### src/rtl/tpu_pkg.sv
// Shared constants for the TPU operand loader: FSM state encoding and the
// beats-per-operand helper used by the bank/address counter.
package tpu_pkg;

    localparam logic [2:0] ST_IDLE   = 3'd0;
    localparam logic [2:0] ST_LOAD_W = 3'd1;
    localparam logic [2:0] ST_LOAD_D = 3'd2;
    localparam logic [2:0] ST_START  = 3'd3;
    localparam logic [2:0] ST_ERROR  = 3'd4;

    function automatic int beats_per_operand(input int addr_max, input int queue_count);
        return (addr_max + 1) * queue_count;
    endfunction

    localparam int BEATS_PER_OPERAND = beats_per_operand(127, 2);

endpackage

### src/rtl/loader_addr_cnt.sv
// Bank-minor / address-major beat counter for one operand; raises terminal_o
// on the last beat of the operand and wraps back to bank 0, address 0.
module loader_addr_cnt
    import tpu_pkg::*;
#(
    parameter int QUEUE_COUNT = 2,
    parameter int ADDR_MAX    = 127,
    parameter int ADDR_WIDTH  = 10,
    parameter int BANK_WIDTH  = 1
) (
    input  logic                  clk,
    input  logic                  srst,
    input  logic                  clear_i,
    input  logic                  adv_i,
    output logic [BANK_WIDTH-1:0] bank_o,
    output logic [ADDR_WIDTH-1:0] addr_o,
    output logic                  terminal_o
);

    localparam int BEATS = beats_per_operand(ADDR_MAX, QUEUE_COUNT);

    logic [BANK_WIDTH-1:0] bank_q, bank_d;
    logic [ADDR_WIDTH-1:0] addr_q, addr_d;
    logic                  last_bank;

    assign last_bank  = (bank_q == BANK_WIDTH'(QUEUE_COUNT - 1));
    assign terminal_o = ((int'(addr_q) * QUEUE_COUNT + int'(bank_q)) == BEATS - 1);
    assign bank_o     = bank_q;
    assign addr_o     = addr_q;

    always_comb begin
        bank_d = bank_q;
        addr_d = addr_q;
        if (clear_i) begin
            bank_d = '0;
            addr_d = '0;
        end else if (adv_i) begin
            if (terminal_o) begin
                bank_d = '0;
                addr_d = '0;
            end else if (last_bank) begin
                bank_d = '0;
                addr_d = addr_q + ADDR_WIDTH'(1);
            end else begin
                bank_d = bank_q + BANK_WIDTH'(1);
            end
        end
    end

    always_ff @(posedge clk) begin
        if (srst) begin
            bank_q <= '0;
            addr_q <= '0;
        end else begin
            bank_q <= bank_d;
            addr_q <= addr_d;
        end
    end

endmodule

### src/rtl/tpu_loader.sv
// Streams a weight operand then a data operand into per-bank SRAM write ports,
// checks in_last framing, and pulses tpu_start once both operands are written.
module tpu_loader
    import tpu_pkg::*;
#(
    parameter int ARRAY_SIZE      = 8,
    parameter int SRAM_DATA_WIDTH = 32,
    parameter int QUEUE_COUNT     = (ARRAY_SIZE + 3) / 4,
    parameter int SRAM_ADDR_WIDTH = 10,
    parameter int ADDR_MAX        = 127
) (
    input  logic                                   clk,
    input  logic                                   srst,
    input  logic                                   load_start,
    input  logic                                   in_valid,
    output logic                                   in_ready,
    input  logic [SRAM_DATA_WIDTH-1:0]             in_data,
    input  logic                                   in_last,
    output logic [QUEUE_COUNT-1:0]                 sram_write_enable_w,
    output logic [QUEUE_COUNT*SRAM_ADDR_WIDTH-1:0] sram_waddr_w_packed,
    output logic [QUEUE_COUNT*SRAM_DATA_WIDTH-1:0] sram_wdata_w_packed,
    output logic [QUEUE_COUNT-1:0]                 sram_write_enable_d,
    output logic [QUEUE_COUNT*SRAM_ADDR_WIDTH-1:0] sram_waddr_d_packed,
    output logic [QUEUE_COUNT*SRAM_DATA_WIDTH-1:0] sram_wdata_d_packed,
    output logic                                   tpu_start,
    output logic                                   load_busy,
    output logic                                   load_error
);

    localparam int AW = SRAM_ADDR_WIDTH;
    localparam int DW = SRAM_DATA_WIDTH;
    localparam int BW = (QUEUE_COUNT > 1) ? $clog2(QUEUE_COUNT) : 1;

    logic [2:0]             state_q, state_d;
    logic                   accept, cnt_clear, terminal, tpu_start_q;
    logic [BW-1:0]          bank;
    logic [AW-1:0]          addr;
    logic [QUEUE_COUNT-1:0] bank_sel;

    logic [QUEUE_COUNT-1:0]    we_w_q, we_d_q;
    logic [QUEUE_COUNT*AW-1:0] waddr_w_q, waddr_d_q;
    logic [QUEUE_COUNT*DW-1:0] wdata_w_q, wdata_d_q;

    assign in_ready   = (state_q == ST_LOAD_W) || (state_q == ST_LOAD_D);
    assign load_busy  = in_ready;
    assign load_error = (state_q == ST_ERROR);
    assign tpu_start  = tpu_start_q;
    assign accept     = in_valid && in_ready;
    assign cnt_clear  = (state_q == ST_IDLE) && load_start;

    loader_addr_cnt #(
        .QUEUE_COUNT (QUEUE_COUNT),
        .ADDR_MAX    (ADDR_MAX),
        .ADDR_WIDTH  (AW),
        .BANK_WIDTH  (BW)
    ) u_cnt (
        .clk        (clk),
        .srst       (srst),
        .clear_i    (cnt_clear),
        .adv_i      (accept),
        .bank_o     (bank),
        .addr_o     (addr),
        .terminal_o (terminal)
    );

    generate
        for (genvar gi = 0; gi < QUEUE_COUNT; gi++) begin : g_sel
            assign bank_sel[gi] = accept && (bank == BW'(gi));
        end
    endgenerate

    // Any in_last other than on the final data beat is a framing error, as is
    // a final data beat without in_last; the offending beat is still written.
    always_comb begin
        state_d = state_q;
        case (state_q)
            ST_IDLE:   if (load_start) state_d = ST_LOAD_W;
            ST_LOAD_W: begin
                if (accept) begin
                    if (in_last)       state_d = ST_ERROR;
                    else if (terminal) state_d = ST_LOAD_D;
                end
            end
            ST_LOAD_D: begin
                if (accept) begin
                    if (terminal)     state_d = in_last ? ST_START : ST_ERROR;
                    else if (in_last) state_d = ST_ERROR;
                end
            end
            ST_START:  state_d = ST_IDLE;
            ST_ERROR:  state_d = ST_ERROR;
            default:   state_d = ST_IDLE;
        endcase
    end

    // tpu_start is the registered image of START so that it lands one cycle
    // after the final data write becomes visible on the SRAM port.
    always_ff @(posedge clk) begin
        if (srst) begin
            state_q     <= ST_IDLE;
            tpu_start_q <= 1'b0;
        end else begin
            state_q     <= state_d;
            tpu_start_q <= (state_q == ST_START);
        end
    end

    always_ff @(posedge clk) begin
        if (srst) begin
            we_w_q    <= '0;
            we_d_q    <= '0;
            waddr_w_q <= '0;
            waddr_d_q <= '0;
            wdata_w_q <= '0;
            wdata_d_q <= '0;
        end else begin
            we_w_q <= (state_q == ST_LOAD_W) ? bank_sel : '0;
            we_d_q <= (state_q == ST_LOAD_D) ? bank_sel : '0;
            for (int q = 0; q < QUEUE_COUNT; q++) begin
                if (bank_sel[q]) begin
                    if (state_q == ST_LOAD_W) begin
                        waddr_w_q[q*AW +: AW] <= addr;
                        wdata_w_q[q*DW +: DW] <= in_data;
                    end else begin
                        waddr_d_q[q*AW +: AW] <= addr;
                        wdata_d_q[q*DW +: DW] <= in_data;
                    end
                end
            end
        end
    end

    assign sram_write_enable_w = we_w_q;
    assign sram_waddr_w_packed = waddr_w_q;
    assign sram_wdata_w_packed = wdata_w_q;
    assign sram_write_enable_d = we_d_q;
    assign sram_waddr_d_packed = waddr_d_q;
    assign sram_wdata_d_packed = wdata_d_q;

endmodule

### config.mk
export PLATFORM = sky130hd
export DESIGN_NAME = tpu_loader
export DESIGN_NICKNAME = d
export VERILOG_FILES = /design/src/rtl/tpu_pkg.sv /design/src/rtl/loader_addr_cnt.sv /design/src/rtl/tpu_loader.sv
export SDC_FILE = /design/constraint.sdc
export NUM_CORES = 1
export LEC_CHECK = 0
export CAP_MARGIN = 20
export CORE_MARGIN = 8
export CORE_UTILIZATION = 40
export DETAILED_ROUTE_END_ITERATION = 8
export PLACE_DENSITY = 0.73
export SETUP_SLACK_MARGIN = 0.4
export SLEW_MARGIN = 10
export SYNTH_ARGS = -nofsm -noshare
export SYNTH_HDL_FRONTEND = slang
export SYNTH_SLANG_ARGS = --single-unit
### constraint.sdc
create_clock -name clk -period 3.99 [get_ports clk]
set_input_delay 0.399 -clock clk [delete_from_list [all_inputs] [get_ports clk]]
set_output_delay 0.399 -clock clk [all_outputs]
set_load 0.1 [all_outputs]
==> results.txt, run 1 <==
WP depth - 3
Post-CTS sizing - 0
Async set-reset flop share out of synthesis - 0
Register bit count reported by yosys - 187
Pins over their slew limit - 0
Worst path bufs/invs - 1
DP HPWL - 14.1 mm
Worst endpoint required time - 3.59 ns
Crit Path Category - reg -> out
Main synth FF type - dfxtp_1
GPL Wtd Cong - 0.812
Most frequent cell after synthesis - nand2_1
CTS root buf - clkbuf_16
CTS tree - done
Commonest cells post-synth - nand2_1 (339), dfxtp_1 (187), a21oi_1 (170)
CP cell instances - xnor2_4, nor2_1, clkdlybuf4s50_1
Adder-Cell Fraction of Synth Area - 0.00182
Non-Filler Instances - 1258
Cts hold-fix bufs - 0
Io pins - 213
Setup ws final - 0.870 ns
Endpoints failing setup - 0
R2R cell count - 4
Initial antenna violation count - 0
Power after layout - 4.75 mW
Worst Max-Slew Pin Slew - 1.06 ns
Die Width - 147 um
DIE AREA - 21700 um2
Critical Path Start - state_q[0]
Synth top area share - 0.543
Total track usage - 0.189
First-pass GRT wire length - 33.0 mm
Number of vias per cell - 4.98
Fmax - 321 MHz
Status - finished clean
Number of global-route vias before repair - 5922
CP Capture Type - output port
Register area share after synthesis - 0.543
Slowest stage delay, CP - 1.16 ns
Largest net degree at the start of global routing - 104
Post-Route WL - 21.1 mm
Yosys warning total - 0
Port bufs - 212
Leakage - 3.14 nW
Startpoint Class - register
Mux cell area share after synthesis - 0.00290
Setup Buffers After CTS - 0
Clk_lat worst skew - 0.42 ns
GR Overflow Total - 0
Nets - 1059
DRT antenna net count - 0
Area grow syn2layout - 39.1%
Core area - 17100 um2
Slowest CP cell - clkdlybuf4s50_1
CP top delay family - buffers and inverters
Vias - 6265
Largest family of logic cells by synthesized area - simple AND/OR/NAND/NOR gates
Simple-gate area share of the yosys netlist - 0.248
Row cnt - 48
Hold Crit Start - sram_wdata_d_packed[21]
Post-Place Cells - 1227
H-tree Lvls - 4
Longest Clk Path Bufs - 2
Post-Syn Instances - 851
Pwr/cell area - 496 nW/um2
Most area-hungry cell type in the Yosys netlist - dfxtp_1
Die H - 147 um
CTS Buf Count - 17
CTS clk-pin slew, worst paths - 0.07 ns
Synth top area cells - dfxtp_1 (54%), nand2_1 (18%), a21oi_1 (12%), buf_2 (2.8%), clkbuf_1 (1.3%)
Post-Syn Nets - 889
Post-layout min period - 3.12 ns
Setup TNS - 0 ns
Worst Clk Skew - 0.00853 ns
Router iterations before antenna repair - 5
Post-synth EDFFs - 0
Starting DRT DRC Count - 389
XOR/XNOR share of the synthesized area - 0.0154
Hold Fails Final Rpt - 0
Netlist cell types - 42
Place WS - 1.33 ns
DR WL/cell - 16.8 um
Drt drc - 0
Peak VDD IR - 493 uV
Ant diodes - 0
Initial core utilization - 0.404
Synth Area in Compound Gates - 0.138
Max-cap violations - 0
CTS sink cnt - 187
Cell area after synthesis - 6890 um2
RSZ-0062 raised after global routing - false
Syn_area_per_cell - 8.10 um2
Tcrit/Tclk final - 0.782
Crit path max fanout - 12
Hold path depth - 2
Slew margin rel. - 0.292
Share of layout cells above drive strength 1 - 0.0542
Crit path arrival time - 2.72 ns
Hold WC Path Type - reg -> reg
Launching point of the worst reg2reg path - state_q[0]
==> cell families after synthesis <==
| group | Yosys count |
|---|---|
| compound gates | 182 |
| xor+xnor | 10 |
| fa+ha+maj | 1 |
| buf+inv | 71 |
| flops | 187 |
| mux | 2 |
| simple gates | 398 |
==> flip-flops by register name (all words and copies together), names as in the netlist <==
signal	count
sram_wdata_d_packed	64
tpu_start	1
state_q	3
sram_waddr_w_packed	20
sram_wdata_w_packed	64
sram_write_enable_w	2
sram_write_enable_d	2
u_cnt.addr_o	10
u_cnt.bank_o	1
sram_waddr_d_packed	20
==> path summary, 6_finish.rpt <==
path | to | slack [ns]
min reg2reg | sram_wdata_d_packed[21] | 0.45
min | sram_wdata_d_packed[21] | 0.45
max | in_ready | 0.87
max reg2reg | sram_wdata_d_packed[34] | 1.62
==> metrics by stage <==
step	hold slack (ns)	utilization	cell area (um2)
floorplan	0.502	-	6890
global placement	0.440	0.531	9050
detailed placement	0.446	0.531	9050
CTS	0.455	0.562	9590
global route	0.471	0.562	9590
finish	0.453	0.562	9590
==> per-layer routing <==
metal | global-route usage | vias to the layer above | wire length (um)
met5 | 0 | - | 0
met4 | 0.0663 | 0 | 458
met2 | 0.313 | 213 | 10200
met3 | 0.0532 | 32 | 1400
met1 | 0.231 | 2916 | 9030
li1 | - | 3104 | -
==> area by class of cell <==
type,count,area [um2]
fill,1583,7470
sequential,187,3740
multi-input combinational,593,2830
timing repair buffer,220,2190
clock buffer,22,474
tap,225,282
clock inverter,9,65.1
inverter,2,7.51
==> layout by cell type (no fill, tap or decap), types with 4 or more instances in the layout <==
cell and instances:
nand2_1 339, clkdlybuf4s50_1 211, dfxtp_1 187, a21oi_1 170, nor2_1 21, clkbuf_16 17
xnor2_1 9, buf_4 8, o21ai_0 4
==> worst reg2reg max path, stage by stage, from the launching register on <==
cell and delay, ns:
dfxtp_1 0.67, nand2b_1 0.41, or2_2 0.90, nand2_1 0.15
a21oi_1 0.17
==> report_power, final <==
group / internal [mW] / switching [mW]
clock network: 0.846 / 0.708
logic: 0.282 / 0.904
registers: 1.94 / 0.0737
total: 3.07 / 1.69
Power figures use the tool's default switching activity.
==> run 2: changes to the inputs <==
- PLACE_DENSITY: 0.73 -> 0.76
- clock period: 3.99 -> 2.8 ns (I/O delays scaled with it)
==> run 2 against run 1 <==
Total power grew 44%. Die area is the same. Clock skew shrank 0.0019 ns. Largest power group unchanged. Via count shrank 0.54%. Worst hold slack lost 0.23 ns. Global-route usage is essentially flat. Cell count grew 0.48%. Utilization shrank 2.0 points. Highest routed layer unchanged. Non-clock buffer count grew 5.
==> results.txt, run 2 (synthesis gave the netlist of run 1 again) <==
CTS Buf Count - 17
CP top delay family - simple AND/OR/NAND/NOR gates
Slew margin rel. - 0.347
Startpoint Class - register
R2R cell count - 5
DP HPWL - 14.1 mm
Port bufs - 212
Crit Path Category - reg -> reg
Worst Clk Skew - 0.00663 ns
Fmax - 472 MHz
WP depth - 5
Most frequent cells in the layout - nand2_1 (339), buf_4 (186), dfxtp_1 (185)
Crit path arrival time - 2.40 ns
CTS root buf - clkbuf_16
Finished Cell Area - 9250 um2
CP Capture Type - register
First-pass GRT wire length - 33.3 mm
Endpoints failing setup - 0
Clk_lat worst skew - 0.42 ns
GPL Wtd Cong - 0.831
R2r endpoint - sram_wdata_d_packed[30]
Critical Path End - sram_wdata_d_packed[30]
Leakage - 3.54 nW
Power after layout - 6.85 mW
Area grow syn2layout - 34.2%
CTS sink cnt - 187
Initial core utilization - 0.404
Core area - 17100 um2
Number of global-route vias before repair - 6039
Setup TNS - 0 ns
Vias - 6231
Longest Clk Path Bufs - 2
Setup ws final - 0.680 ns
Nets - 1064
Total track usage - 0.190
Reg2reg setup slack - 0.68 ns
Cts hold-fix bufs - 0
Number of vias per cell - 4.93
DIE AREA - 21700 um2
CTS clk-pin slew, worst paths - 0.07 ns
Crit path max fanout - 28
Pins over their slew limit - 0
Largest net degree at the start of global routing - 114
CTS tree - done
Area post-placement - 8690 um2
Worst endpoint required time - 3.08 ns
Starting DRT DRC Count - 316
Drt drc - 0
DRT antenna net count - 0
Hold Fails Final Rpt - 0
Slowest CP cell - or3_2
Slowest stage delay, CP - 0.71 ns
Worst Max-Slew Pin Slew - 0.980 ns
CP cell instances - nand2b_1, or3_2, buf_4, nand2_1, a21oi_1
Most common cell after layout, fill and taps aside - nand2_1
Initial antenna violation count - 0
DR WL/cell - 16.6 um
Tcrit/Tclk final - 0.757
Post-Route WL - 21.0 mm
H-tree Lvls - 4
Die H - 147 um
Launching point of the worst reg2reg path - state_q[1]
Max-cap violations - 0
RSZ-0062 raised after global routing - false
Peak VDD IR - 866 uV
Router iterations before antenna repair - 4
Hold WC Path Type - in -> reg
GR Overflow Total - 0
Pwr/cell area - 741 nW/um2
Io pins - 213
Critical Path Start - state_q[1]
Row cnt - 48
Worst path bufs/invs - 1
Place WS - 0.384 ns
Ant diodes - 0
Die Width - 147 um
Setup Buffers After CTS - 0
Post-layout min period - 2.12 ns
Status - finished clean
Share of layout cells above drive strength 1 - 0.232
run 2: cell count changes in the layout (fill, tap and decap cells not counted), moves of 2 or more:
| cell | before | now |
|---|---|---|
| buf_12 | 1 | 4 |
| buf_4 | 8 | 186 |
| clkbuf_8 | 3 | 0 |
| clkdlybuf4s50_1 | 211 | 35 |
| dfxtp_1 | 187 | 185 |
| dfxtp_2 | 0 | 2 |
run 2: worst register-to-register path, cell delays in order, from the launching register on:
cell and delay, ns:
dfxtp_2 0.48, nand2b_1 0.29, or3_2 0.71, buf_4 0.31, nand2_1 0.12, a21oi_1 0.07
run 2: repair_timing:
item,4_1_cts,5_1_grt
endpoints found under the hold margin,0,0
endpoints found under the setup margin,0,27
resized for setup,0,2
run 2: worst min path at each step:
| stage | start | endpoint | slack, ns | cells after the start |
|---|---|---|---|---|
| 2_1_floorplan | in_data[21] | sram_wdata_w_packed[21] | 0.42 | 2 |
| 3_3_place_gp | sram_wdata_w_packed[53] | sram_wdata_w_packed[53] | 0.44 | 2 |
| 3_5_place_dp | sram_wdata_w_packed[33] | sram_wdata_w_packed[33] | 0.45 | 2 |
| 4_1_cts | srst | tpu_start | 0.21 | 3 |
| 5_1_grt | srst | tpu_start | 0.23 | 3 |
| 6_report | srst | tpu_start | 0.22 | 3 |
run 2: cell type report:
cell class	instances	area [um2]
clock inverters	12	118
fillers	1595	7810
clock buffers	20	437
flip-flops and latches	187	3750
well taps	225	282
repair buffers	225	1830
inverters	2	7.51
multi-input cells	593	2830
run 2: power breakdown:
| part | switching, mW | total, mW | internal (mW) |
|---|---|---|---|
| sequential | 0.0985 | 2.86 | 2.77 |
| clock | 1.06 | 2.29 | 1.24 |
| combinational | 1.30 | 1.69 | 0.392 |
| total | 2.46 | 6.85 | 4.40 |
run 2: metal layers:
metal | vias to the layer above | global-route usage | part of all wire
li1 | 3112 | - | -
met4 | 0 | 0.0612 | 0.014
met1 | 2901 | 0.238 | 0.45
met3 | 21 | 0.0551 | 0.067
met5 | - | 0 | 0
met2 | 197 | 0.307 | 0.47
run 2: metrics by stage:
stage	instances	util	hold slack, ns
2_1_floorplan	851	-	0.416
6_report	1264	0.542	0.221
5_1_grt	1264	0.542	0.234
3_3_place_gp	1232	0.510	0.442
4_1_cts	1264	0.542	0.206
3_5_place_dp	1232	0.510	0.447
==> run 3: changes to the inputs <==
- PLACE_DENSITY: 0.76 -> 0.73
- clock period: 2.8 -> 2.22 ns (I/O delays scaled with it)
==> run 3 against run 2 <==
Total power rose by 32%. Sequential share of layout area fell by 0.93 points. Cell count rose by 0.79%. Clock skew rose by 0.0058 ns. Combinational power rose by 37%. Non-clock buffer count rose by 11. Utilization rose by 1.3 points. Via count rose by 2.3%. Cell area rose by 2.3%. Global-route usage rose by 0.51 points. Critical path type is now reg -> out.
==> results.txt, run 3 (synthesis gave the netlist of run 1 again) <==
Post-Route WL - 21.4 mm
Pins over their slew limit - 0
Die H - 147 um
Post-layout util - 0.555
R2r endpoint - sram_wdata_w_packed[4]
Drt drc - 0
Clk_lat worst skew - 0.43 ns
Hold Crit Start - srst
Critical Path Start - state_q[0]
Post-layout min period - 1.73 ns
Non-Filler Instances - 1274
Reg2reg setup slack - 0.51 ns
Largest net degree at the start of global routing - 106
Number of global-route vias before repair - 6046
Area grow syn2layout - 37.3%
Endpoints failing setup - 0
CTS Buf Count - 17
Initial core utilization - 0.404
Initial antenna violation count - 0
Status - finished clean
CP Capture Type - output port
DR WL/cell - 16.8 um
Worst endpoint required time - 2.00 ns
Crit Path Category - reg -> out
Io pins - 213
GR Overflow Total - 0
Startpoint Class - register
Most common cell after layout, fill and taps aside - nand2_1
CTS sink cnt - 187
Hold Fails Final Rpt - 0
Launching point of the worst reg2reg path - state_q[1]
Crit path arrival time - 1.51 ns
Port bufs - 212
Router iterations before antenna repair - 4
Total track usage - 0.195
Row cnt - 48
Tcrit/Tclk final - 0.779
R2R cell count - 6
Core area - 17100 um2
Slew margin rel. - 0.504
Pwr/cell area - 959 nW/um2
Share of layout cells above drive strength 1 - 0.240
Crit path max fanout - 10
Die Width - 147 um
DP HPWL - 14.3 mm
Number of vias per cell - 5.01
Worst Clk Skew - 0.0124 ns
Longest Clk Path Bufs - 2
Hold WC Path Type - in -> reg
Post-Place Cells - 1242
Hold path depth - 3
Vias - 6377
First-pass GRT wire length - 33.8 mm
RSZ-0062 raised after global routing - false
Peak VDD IR - 1010 uV
CTS tree - done
Most frequent cells in the layout - nand2_1 (339), buf_4 (191), dfxtp_1 (186)
Setup TNS - 0 ns
Worst Max-Slew Pin Slew - 0.744 ns
CTS root buf - clkbuf_16
Ant diodes - 0
DRT antenna net count - 0
H-tree Lvls - 4
Hold worst-path end - u_cnt.bank_o
Leakage - 3.65 nW
Nets - 1075
GPL Wtd Cong - 0.799
Fmax - 578 MHz
Starting DRT DRC Count - 357
CTS clk-pin slew, worst paths - 0.07 ns
DIE AREA - 21700 um2
Max-cap violations - 0
## run 3: cell count changes in the layout (fill, tap and decap cells not counted), moves of 2 or more
cell,change
buf_12,+4
buf_4,+5
buf_6,+2
bufinv_16,+2
clkbuf_1,-2
clkbuf_8,+2
clkinvlp_4,-3
## run 3: stage by stage
| step | total power [mW] | worst slack (ns) | cell area, um2 | hold WS (ns) |
|---|---|---|---|---|
| 6_report | 9.08 | 0.490 | 9460 | 0.168 |
| 4_1_cts | 9.13 | 0.432 | 9450 | 0.151 |
| 5_1_grt | 9.39 | 0.415 | 9460 | 0.172 |
| 2_1_floorplan | 5.38 | 0.383 | 6920 | 0.358 |
| 3_5_place_dp | 5.95 | 0.191 | 8830 | 0.447 |
| 3_3_place_gp | 5.94 | 0.211 | 8830 | 0.442 |
## run 3: area by class of cell
class                   instances  area (um2)
fillers                      1602        7590
clock buffers                  20         457
well taps                     225         282
inverters                       2        7.51
multi-input cells             593        2850
clock inverters                11         159
repair buffers                236        1970
flip-flops and latches        187        3740
## run 3: worst max-delay path by stage
stage / to / cells past startpoint
2_1_floorplan: load_error / 2
3_3_place_gp: sram_wdata_d_packed[6] / 6
3_5_place_dp: sram_wdata_d_packed[9] / 6
4_1_cts: in_ready / 4
5_1_grt: load_busy / 4
6_report: in_ready / 4
## run 3: power by group
part,leakage [nW],switching [mW],internal [mW]
logic,1.84,1.72,0.605
registers,1.51,0.0864,3.49
clock network,0.303,1.33,1.85
## run 3: per-layer routing
metal,wire [um],track usage
met4,440,0.0648
met2,10100,0.317
met5,0,0
met3,1220,0.0508
met1,9590,0.245
## run 3: worst max-delay path, cell delays in order, from the launching register on
cell	delay [ns]
dfxtp_1	0.41
buf_6	0.20
xnor2_4	0.10
nor2_4	0.18
buf_12	0.19
## run 3: timing repair
item / in CTS / in global routing
gates resized for setup: 1 / 3
hold endpoints to repair: 0 / 0
pin swaps: 1 / 0
setup buffers: 1 / 0
gates cloned: 0 / 0
setup endpoints to repair: 22 / 8
hold buffers: 0 / 0
==> RTL change 1 (settings of run 2) <==
Take the reset off `addr_q` and load it in a clocked block of its own.
--- a/src/rtl/loader_addr_cnt.sv
+++ b/src/rtl/loader_addr_cnt.sv
@@ -52,7 +52,9 @@
             bank_q <= '0;
-            addr_q <= '0;
         end else begin
             bank_q <= bank_d;
-            addr_q <= addr_d;
         end
+    end
+
+    always_ff @(posedge clk) begin
+        addr_q <= addr_d;
     end
Check against the original RTL: same outputs for any inputs over 4 cycles, from zero or initial values and one cycle with srst high; that may be too few to reach the edited logic, so the function may still have changed.
==> RTL change 1 against run 2 <==
Setup slack lost 0.0030 ns; sequential cell count is the same; area after synthesis grew 1.3%; cell area grew 2.1%; clock power grew 10%; wire length grew 6.6%; die area grew 1.2%; total power grew 18%; critical endpoint is now load_busy; largest power group unchanged.
==> RTL change 1: results (changes against run 2) <==
Status
  – Status: completed

Cells and area
  – Multi-input gate count: 592 (-0.17%)
  – Sequential share of cell area: 39.7% (-0.83 points)
  – Layout clock buffers: 21 (+5.0%)
  – Non-Clock Inverter Count: 1 (-1)
  – Buffers, non-clock: 228 (+1.3%)
  – Fraction of area in multi-input gates: 31.1% (+0.50 points)
  – Fraction of area in clock buffers and inverters: 6.60% (+0.61 points)
  – Nets: 1065 (+0.094%)
  – Fin area: 9440 µm² (+2.1%)

Critical path
  – R2R setup slack: 0.74 ns (+0.06 ns)
  – FF-to-FF path depth: 4 (-1)
  – CP Data Arrival Time: 1.84 ns (-0.56 ns)
  – Worst Path Max Fanout: 14 (-50%)

Global routing
  – Vias in the first global route: 6384 (+5.7%)
  – Grt met2 use: 31.4% (+0.75 points)
  – GRT Total Usage: 19.9% (+0.94 points)
  – Largest net degree at the start of global routing: 88 (-23%)

Power
  – Pwr per Cell Area: 855 nW/µm² (+15%)
  – Peak supply drop: 0.507 mV (-41%)
  – Pleak: 3.52 nW (-0.52%)

Routing
  – M1 wire length: 9.49 mm (+0.89%)
  – DRT iter0 DRCs: 403 (+28%)
  – Metal2 WL: 10.7 mm (+8.4%)
  – Routed vias: 6727 (+8.0%)
  – Detailed-router iteration count before antenna repair: 5 (+1)

Synthesis
  – Mapped Nets: 904 (+1.7%)
  – Synth top area cells: dfxtp_1 54%, a21oi_1 12%, nand2_1 9.3%

Timing
  – Minimum clock period after layout: 2.12 ns (+0.00299 ns)
  – Clk_skew: 0.00957 ns (+0.00294 ns)

Hold path
  – Worst Hold Depth: 2 (-1)

Floorplan
  – Core area: 17200 µm² (+0.70%)

Place
  – Place WS: 0.426 ns (+0.0422 ns)
  – Post-DP HPWL: 14.6 mm (+3.1%)
  – Gpl congestion: 0.760 (-8.6%)
RTL change 1: cell count changes after synthesis, moves of 4 or more:
| cell | before | now |
|---|---|---|
| a21oi_1 | 170 | 174 |
| buf_1 | 0 | 4 |
| buf_2 | 38 | 15 |
| clkbuf_1 | 23 | 66 |
| nand2_1 | 339 | 173 |
| nand3_1 | 3 | 92 |
| nor2_1 | 23 | 11 |
| nor4_1 | 1 | 5 |
| o21ai_0 | 4 | 57 |
| o21ai_1 | 0 | 30 |
RTL change 1: worst max-delay path, stage by stage, from the launching register on:
cell and delay (ns):
dfxtp_2 0.48, xnor2_1 0.13, buf_4 0.21, nor2_2 0.25, buf_4 0.35
RTL change 1: cell families (layout without fill, tap and decap cells):
family                     Yosys count  count (layout)  share of synthesized area (%)
AOI/OAI and AO/OA                  267             267                           19.5
and+or+nand+nor                    314             314                           20.5
muxes                                1               1                          0.161
xor gates and xnor gates             9               9                           1.13
DFF                                187             187                           53.6
adders and majority gates            1               1                          0.179
buffers and inverters               87             261                           5.00
==> RTL change 2 (config.mk and constraints of run 2) <==
Without the edit above. `ARRAY_SIZE`: 8 -> 32.
--- a/src/rtl/tpu_loader.sv
+++ b/src/rtl/tpu_loader.sv
@@ -5,3 +5,3 @@
 #(
-    parameter int ARRAY_SIZE      = 8,
+    parameter int ARRAY_SIZE      = 32,
     parameter int SRAM_DATA_WIDTH = 32,
Ports: changed (6 resized); port bits go from 213 to 729. The function was not compared with the original's and may differ.
==> RTL change 2 against run 2 <==
Clock skew rose by 0.0074 ns; synthesized cell count rose to 3.8 times the old value; sequential cell count rose by 518; wire length rose to 4.9 times the old value; total power rose to 3.3 times the old value; cell area rose to 3.6 times the old value; setup slack got worse by 0.16 ns; area after synthesis rose to 3.6 times the old value; critical endpoint is now sram_wdata_d_packed[241]; largest cell class unchanged.
==> RTL change 2: results (changes against run 2) <==
Status
  – Status: completed

Place
  – Gpl congestion: 0.847 (+2.0%)
  – Post-DP HPWL: 67.5 mm (+380%)

Timing
  – Final hold slack: 0.182 ns (-0.0391 ns)
  – Clk_skew: 0.0141 ns (+0.00743 ns)
  – Worst Max-Slew Pin Slew: 1.20 ns (+0.221 ns)

CTS
  – Clk_lat worst skew: 0.60 ns (+0.18 ns)
  – Num CTS Buffers: 73 (+56)
  – Clk buf depth: 3 (+1)

Synthesis
  – Synth top area cells: dfxtp_1 57%, nand2_1 21%, a21oi_1 14%
  – Sequential element share of the synthesized area: 57.1% (+2.8 points)
  – Mapped Nets: 3239 (+260%)
  – Yosys top cell area share: 57.1% (+2.8 points)
  – Top cells by count, synth: 1368 x nand2_1, 705 x dfxtp_1, 687 x a21oi_1
  – Synth cell types: 40 (-4.8%)

Global routing
  – Vias in the first global route: 22400 (+270%)
  – M1 GR Usage: 33.1% (+9.3 points)
  – GRT Total Usage: 27.4% (+8.4 points)
  – Grt met2 use: 43.3% (+13 points)
  – First-pass GRT wire length: 148 mm (+340%)
  – Met3 usage: 9.71% (+4.2 points)

Critical path
  – Worst Path Max Fanout: 42 (+50%)
  – Largest stage delay on the critical path: 0.44 ns (-0.27 ns)
  – R2R setup slack: 0.52 ns (-0.16 ns)
  – FF-to-FF path depth: 7 (+2)
  – CP Data Arrival Time: 2.79 ns (+0.39 ns)

Routing
  – Detailed-router iteration count before antenna repair: 7 (+3)
  – Metal2 WL: 46.0 mm (+370%)
  – M1 wire length: 39.2 mm (+320%)
  – Routed Wire Length: 102 mm (+390%)
  – Vias/cell: 5.29 (+7.4%)
  – DRT iter0 DRCs: 2362 (+650%)

Cells and area
  – Share of cells above drive strength 1: 24.2% (+1.0 points)
  – Fillers: 5628 (+250%)
  – Nets: 3815 (+260%)

Power
  – Peak supply drop: 0.528 mV (-39%)
  – Pleak: 12.9 nW (+260%)
RTL change 2: layout make-up:
cell class | instances | area share [%]
Sequential cell | 705 | 42.4
Clock buffer | 108 | 6.43
Inverter | 5 | 0.0564
Timing Repair Buffer | 815 | 19.3
Tap cell | 790 | 2.97
Multi-Input combinational cell | 2171 | 28.2
Clock inverter | 21 | 0.643
RTL change 2: where the power goes:
group	total, mW	internal, mW	switching [mW]
registers	10.3	10.2	0.113
logic	2.41	0.460	1.94
clock network	9.62	5.53	4.10
total	22.3	16.1	6.15
RTL change 2: what timing repair did:
action,in CTS,in global routing
endpoints found under the setup margin,0,9
hold buffers,1,0
resized for setup,0,1
endpoints found under the hold margin,8,0
buffers inserted,0,0
RTL change 2: worst paths after layout:
| check | from | endpoint |
|---|---|---|
| setup / recovery | u_cnt.bank_o[0] | sram_wdata_d_packed[241] |
| hold / removal | in_data[30] | sram_wdata_d_packed[222] |
| setup reg to reg | u_cnt.bank_o[0] | sram_wdata_d_packed[241] |
| hold reg to reg | sram_wdata_d_packed[97] | sram_wdata_d_packed[97] |
RTL change 2: cell families after synthesis:
logic type	Yosys count	share of synthesized area [%]
XOR/XNOR	1	0.0355
flip-flops	705	57.1
adder cells (fa/ha/maj)	7	0.355
multiplexers	2	0.0861
AND/OR/NAND/NOR	1453	22.7
buffers and inverters	319	5.11
AO/OA/AOI/OAI	708	14.5
RTL change 2: metrics by stage:
stage                     instance area [µm²]  cells  utilization [%]  power, mW  worst slack (ns)
after global routing                    33300   4615             54.3       22.9             0.428
after floorplan                         24700   3195                -       12.1             0.606
after CTS                               33300   4615             54.3       22.4             0.529
after global placement                  30900   4485             50.4       12.9             0.384
after detailed placement                30900   4485             50.4       12.9             0.352
final                                   33300   4615             54.3       22.3             0.516
